==> src/rtl/reg_window_pkg.sv <==
// Shared types and constants for the register-window frame-pointer sequencer.
package reg_window_pkg;

   localparam int WIN      = 8;
   localparam int NUM_PHYS = 16;

   typedef enum logic [1:0] {
      IDLE,
      MOVE,
      FAULT
   } win_state_t;

   typedef enum logic [1:0] {
      FC_NONE = 2'b00,
      FC_OVF  = 2'b01,
      FC_UDF  = 2'b10,
      FC_ILL  = 2'b11
   } fault_code_t;

endpackage

==> src/rtl/offset_lifo.sv <==
// LIFO of CALL offsets; the top entry is visible combinationally for RTN.
module offset_lifo #(
   parameter int DEPTH = 8,
   parameter int AW    = $clog2(DEPTH),
   parameter int DW    = $clog2(DEPTH + 1)
) (
   input  logic          Clock,
   input  logic          Reset,
   input  logic          push,
   input  logic          pop,
   input  logic [2:0]    din,
   output logic [2:0]    dout,
   output logic          full,
   output logic          empty,
   output logic [DW-1:0] depth
);

   logic [2:0]    mem [DEPTH];
   logic [DW-1:0] sp;

   assign full  = (sp == DW'(DEPTH));
   assign empty = (sp == '0);
   assign depth = sp;
   assign dout  = mem[AW'(sp - 1'b1)];

   always_ff @(posedge Clock) begin
      if (Reset) begin
         sp <= '0;
      end else if (push && !full) begin
         sp <= sp + 1'b1;
      end else if (pop && !empty) begin
         sp <= sp - 1'b1;
      end
   end

   // Storage needs no reset: only entries below sp are ever read.
   always_ff @(posedge Clock) begin
      if (!Reset && push && !full) begin
         mem[AW'(sp)] <= din;
      end
   end

endmodule

==> src/rtl/reg_window_ctrl.sv <==
// Frame-pointer sequencer: operand address map plus CALL/RTN window moves.
module reg_window_ctrl
   import reg_window_pkg::*;
#(
   parameter int STACK_DEPTH = 8
) (
   input  logic       Clock,
   input  logic       Reset,
   input  logic       call_req,
   input  logic       rtn_req,
   input  logic [2:0] call_off,
   output logic       ready,
   input  logic [2:0] Actual_Rd,
   input  logic [2:0] Actual_Rs,
   input  logic [2:0] Actual_Rm,
   input  logic       wen_rd,
   input  logic       wen_rs,
   output logic [3:0] Rd_Addr,
   output logic [3:0] Rs_Addr,
   output logic [3:0] Rm_Addr,
   output logic       Rd_Wen,
   output logic       Rs_Wen,
   output logic [2:0] Actual_Rs_o,
   output logic [3:0] New_FP,
   output logic       FP_move,
   output logic       FP_push_up,
   output logic       fault,
   output logic [1:0] fault_code,
   output logic [3:0] depth
);

   localparam int DW = $clog2(STACK_DEPTH + 1);

   win_state_t  state, state_n;
   fault_code_t code, code_n;
   logic [3:0]  fp, fp_n;
   logic [3:0]  target, target_n;
   logic [2:0]  mv_off, mv_off_n;
   logic        mv_up, mv_up_n;

   logic          push, pop;
   logic [2:0]    lifo_top;
   logic          lifo_full, lifo_empty;
   logic [DW-1:0] lifo_depth;
   logic [4:0]    call_end;

   offset_lifo #(.DEPTH(STACK_DEPTH)) u_lifo (
      .Clock (Clock),
      .Reset (Reset),
      .push  (push),
      .pop   (pop),
      .din   (call_off),
      .dout  (lifo_top),
      .full  (lifo_full),
      .empty (lifo_empty),
      .depth (lifo_depth)
   );

   // Highest physical register the new window would touch.
   assign call_end = {1'b0, fp} + {2'b00, call_off} + 5'(WIN - 1);

   always_ff @(posedge Clock) begin
      if (Reset) begin
         state  <= IDLE;
         code   <= FC_NONE;
         fp     <= '0;
         target <= '0;
         mv_off <= '0;
         mv_up  <= 1'b0;
      end else begin
         state  <= state_n;
         code   <= code_n;
         fp     <= fp_n;
         target <= target_n;
         mv_off <= mv_off_n;
         mv_up  <= mv_up_n;
      end
   end

   always_comb begin
      state_n  = state;
      code_n   = code;
      fp_n     = fp;
      target_n = target;
      mv_off_n = mv_off;
      mv_up_n  = mv_up;
      push     = 1'b0;
      pop      = 1'b0;
      unique case (state)
         IDLE: begin
            if (call_req && rtn_req) begin
               state_n = FAULT;
               code_n  = FC_ILL;
            end else if (call_req) begin
               if (call_off == 3'd0) begin
                  state_n = FAULT;
                  code_n  = FC_ILL;
               end else if (call_end > 5'(NUM_PHYS - 1) || lifo_full) begin
                  state_n = FAULT;
                  code_n  = FC_OVF;
               end else begin
                  push     = 1'b1;
                  target_n = fp + {1'b0, call_off};
                  mv_off_n = call_off;
                  mv_up_n  = 1'b1;
                  state_n  = MOVE;
               end
            end else if (rtn_req) begin
               if (lifo_empty) begin
                  state_n = FAULT;
                  code_n  = FC_UDF;
               end else begin
                  pop      = 1'b1;
                  target_n = fp - {1'b0, lifo_top};
                  mv_off_n = lifo_top;
                  mv_up_n  = 1'b0;
                  state_n  = MOVE;
               end
            end
         end
         MOVE: begin
            fp_n    = target;
            state_n = IDLE;
         end
         FAULT: begin
            state_n = FAULT;
         end
         default: begin
            state_n = FAULT;
            code_n  = FC_ILL;
         end
      endcase
   end

   // During MOVE addresses still use the old FP, so a link write hits the caller frame.
   assign Rd_Addr = fp + {1'b0, Actual_Rd};
   assign Rs_Addr = fp + {1'b0, Actual_Rs};
   assign Rm_Addr = fp + {1'b0, Actual_Rm};

   assign Rd_Wen      = wen_rd && (state != FAULT);
   assign Rs_Wen      = wen_rs && (state != FAULT);
   assign ready       = (state == IDLE);
   assign FP_move     = (state == MOVE);
   assign FP_push_up  = (state == MOVE) && mv_up;
   assign New_FP      = (state == MOVE) ? target : fp;
   assign Actual_Rs_o = (state == MOVE) ? mv_off : Actual_Rs;
   assign fault       = (state == FAULT);
   assign fault_code  = code;
   assign depth       = 4'(lifo_depth);

endmodule

==> config.mk <==
export PLATFORM = sky130hd
export DESIGN_NAME = reg_window_ctrl
export DESIGN_NICKNAME = d
export VERILOG_FILES = /design/src/rtl/reg_window_pkg.sv /design/src/rtl/offset_lifo.sv /design/src/rtl/reg_window_ctrl.sv
export SDC_FILE = /design/constraint.sdc
export NUM_CORES = 1
export LEC_CHECK = 0
export ABC_AREA = 1
export CAP_MARGIN = 5
export CORE_MARGIN = 10
export CORE_UTILIZATION = 37
export CTS_CLUSTER_DIAMETER = 150
export CTS_CLUSTER_SIZE = 30
export DETAILED_ROUTE_END_ITERATION = 10
export PLACE_DENSITY = 0.61
export SLEW_MARGIN = 20
export SYNTH_ARGS = -nofsm -noshare
export SYNTH_HDL_FRONTEND = slang
export SYNTH_SLANG_ARGS = --single-unit
==> constraint.sdc <==
create_clock -name Clock -period 2.9 [get_ports Clock]
set_input_delay 0.435 -clock Clock [delete_from_list [all_inputs] [get_ports Clock]]
set_output_delay 0.435 -clock Clock [all_outputs]
set_load 0.01 [all_outputs]
==> impl_summary.txt <==
----------------------------------------------------
[Run status]
  Run status ... completed

[CTS]
  Number of sinks handled by clock tree synthesis ... 44
  Root cell of the clock tree ... clkbuf_8
  Clock insertion delay at the later pin of the skew report ... 0.29 ns
  Number of levels in the clock H-tree ... 2
  Clock-pin slew on the worst setup and hold paths ... 0.08 ns
  Number of buffers added to fix hold violations after cts ... 0
  Maximum root-to-sink buffer count ... 2
  CTS tree ... built
  CTS Buf Count ... 5

[Finish]
  Filler instances ... 761
  Storage element area ... 1120 µm²
  Final-stage net count ... 446
  Layout area overhead ... 26.1%
  Fraction of final layout cells sized beyond drive strength 1 ... 13.5%
  Number of inserted diodes ... 0
  Combined area of the multi-input logic cells ... 1390 µm²

[Synth]
  Most numerous cell in the Yosys netlist ... nand2_1
  Proportion of register bits with asynchronous set or reset after synthesis ... 0%
  Cell area after synthesis ... 2870 µm²
  Proportion of synthesized chip area in sequential cells ... 39.1%
  Distinct cell type count of the synthesized netlist ... 37
  Number of warnings issued by yosys ... 0
  Top cell type's share of synthesized area ... 25.1%
  Post-synthesis average cell area ... 8.56 µm²
  Number of standard cells after synthesis ... 335
  Cell type contributing the most total cell area after synthesis ... edfxtp_1
  Post-synthesis register bit count ... 44
  Count of flip-flops with a built-in enable after synthesis ... 24
  Leading register cell type out of synthesis ... edfxtp_1
  Mapped Nets ... 381
  Synth top cells by count ... nand2_1, inv_1, nand3_1
  Leading cell types by total area after synthesis ... edfxtp_1, dfxtp_1, ha_1

[Detailed routing]
  Number of iterations in the first detailed-routing pass ... 5
  Via-to-Cell Ratio ... 4.61
  Final Routed Wirelength ... 6940 µm
  Count of routing violations after the opening detailed-route iteration ... 78
  Number of antenna-violating nets in the routed design ... 0
  Residual DRC ... 0
  Drt wl/cell ... 13.8 µm
  Vias ... 2319

[STA]
  Normalized max-slew margin ... 70.1%
  Number of hold violations in the final report ... 0
  Number of setup violations in the final report ... 0
  Share of the clock period used by the worst path ... 91.6%
  Measured slew at the worst slew-check pin ... 0.445 ns
  Worst clock skew ... 0.00785 ns
  Final critical path time including I/O delays and setup ... 2.66 ns
  Number of max-slew violations in the final report ... 0
  Maximum frequency from static timing analysis ... 376 MHz
  Total negative setup slack ... 0 ns
  Unrepaired setup endpoints after global routing ... no

[GRT]
  Global-route wire length before repair ... 11900 µm
  Total global routing overflow ... 0
  Number of antenna violations at the first check in global routing ... 0
  Maximum number of pins on one net before global-route repair ... 20
  GR Util All Layers ... 12.6%
  Via count of the first global-routing pass ... 2458

[Worst setup path]
  Required time of the critical path ... 3.12 ns
  Worst reg-to-reg setup slack ... 0.24 ns
  Arrival time of data at the critical path endpoint ... 2.87 ns
  Kind of end point of the critical path ... flip-flop
  Critical path launch point type ... flip-flop
  Startpoint of the worst setup timing path ... u_lifo.depth[0]
  Worst setup path class ... flip-flop to flip-flop
  Worst Path Max Fanout ... 7
  Source of the worst register-to-register timing path ... u_lifo.depth[0]

[Power and ir drop]
  Internal power ... 1.13 mW
  Net switching power figure ... 546 µW
  Total power density per cell area ... 465 nW/µm²
  Relative contribution of sequential cells to total power ... 42.4%
  Leak ... 1.69 nW
  Net switching share of the total power ... 32.5%
  Highest ir drop seen on vdd ... 303 µV
  Combinational cell fraction of total power ... 36.2%
  PnR Total Power ... 1.68 mW
  Clock power share ... 21.4%

[Floorplan]
  Core region area ... 7650 µm²
  Area of the die ... 11700 µm²
  Height of the die ... 108 µm
  Io pins ... 49
  Width of the chip ... 108 µm
  Starting Density ... 37.5%
  Num rows ... 32

[Place]
  # port buffers ... 48
  Global placement routability congestion ... 0.892
  Final HPWL DP ... 5580 µm

[Job]
  Max-cap violations ... 0

[Min path]
  Min-delay src ... mv_up
  Worst min-delay path class ... flip-flop to flip-flop

----------------------------------------------------
-- stage by stage --
stage	cells	hold slack (ns)	util, %	cell area (µm²)	setup WS [ns]
after floorplan	335	0.440	-	2870	0.0305
after CTS	503	0.472	47.1	3600	0.0396
after global placement	495	0.457	46.1	3520	0.0524
after detailed placement	495	0.460	46.1	3520	0.0375
after global routing	503	0.494	47.3	3620	0.0222
final	503	0.470	47.3	3620	0.244
-- path summary, 6_finish.rpt --
path	cells past startpoint	endpoint
hold / removal	2	mv_up
setup / recovery	17	target[3]
hold reg to reg	2	mv_up
setup reg to reg	17	target[3]
-- layout make-up --
type / instances / area share [%]
Clock buffer: 7 / 2.11
Inverter: 68 / 7.34
Tap cell: 102 / 3.53
Clock inverter: 1 / 0.104
Sequential cell: 44 / 31.0
Timing Repair Buffer: 68 / 17.4
Multi-Input combinational cell: 213 / 38.4
-- placed cells by master (no fill, tap or decap), drive strengths merged, types with 3 or more instances in the layout --
cell,n
xor2,4
clkbuf,7
o21ai,10
buf,20
clkdlybuf4s50,48
nor3,4
o211ai,3
dfxtp,20
edfxtp,24
nand2,81
nor2,16
nand3,38
fa,4
xnor2,7
inv,68
a21oi,18
ha,24
-- power by group through the flow --
| stage | logic, mW | clock network (mW) | registers (mW) |
|---|---|---|---|
| 5_1_grt | 0.684 | 0.399 | 0.717 |
| 6_report | 0.608 | 0.360 | 0.713 |
| 4_1_cts | 0.603 | 0.371 | 0.713 |
| 2_1_floorplan | 0.390 | 0 | 0.727 |
| 3_3_place_gp | 0.589 | 0 | 0.726 |
| 3_5_place_dp | 0.599 | 0 | 0.727 |
-- critical path, stage by stage, from the launching register on --
cell and delay, ns:
dfxtp_2 0.37, inv_6 0.04, ha_4 0.26, inv_2 0.10
nand3_1 0.09, nand3_1 0.08, nand2_2 0.08, ha_1 0.20
xnor2_1 0.19, o21ai_0 0.11, ha_1 0.34, a21oi_1 0.14
nand2_1 0.07, xnor2_1 0.18, inv_1 0.06, nand3_1 0.08
nand2_1 0.06, a21oi_1 0.13
-- metal layers --
layer	global-route usage, %	share of wire, %	routed length, µm
met4	3.72	1.7	116
met1	14.7	43	3010
met2	21.7	50	3460
met5	0	0	0
met3	3.87	5.1	356
-- state kept, by name, summed over array words and instances, names as in the netlist --
signal and flops:
u_lifo.mem 24, target 4, fp 4, fault_code 2, mv_off 3, u_lifo.depth 4, state 2, mv_up 1
-- what timing repair did --
action,in CTS,in global routing
setup endpoints to repair,0,1
setup buffers,0,0
resized for setup,0,3
-- logic make-up (layout without fill, tap and decap cells) --
family | after synthesis | after routing | synth area share [%]
fa+ha+maj | 28 | 28 | 13.3
xor+xnor | 11 | 11 | 3.62
compound gates | 34 | 34 | 7.07
simple gates | 140 | 140 | 24.1
flops | 44 | 44 | 39.1
buf+inv | 78 | 144 | 12.8
Power figures use the tool's default switching activity.
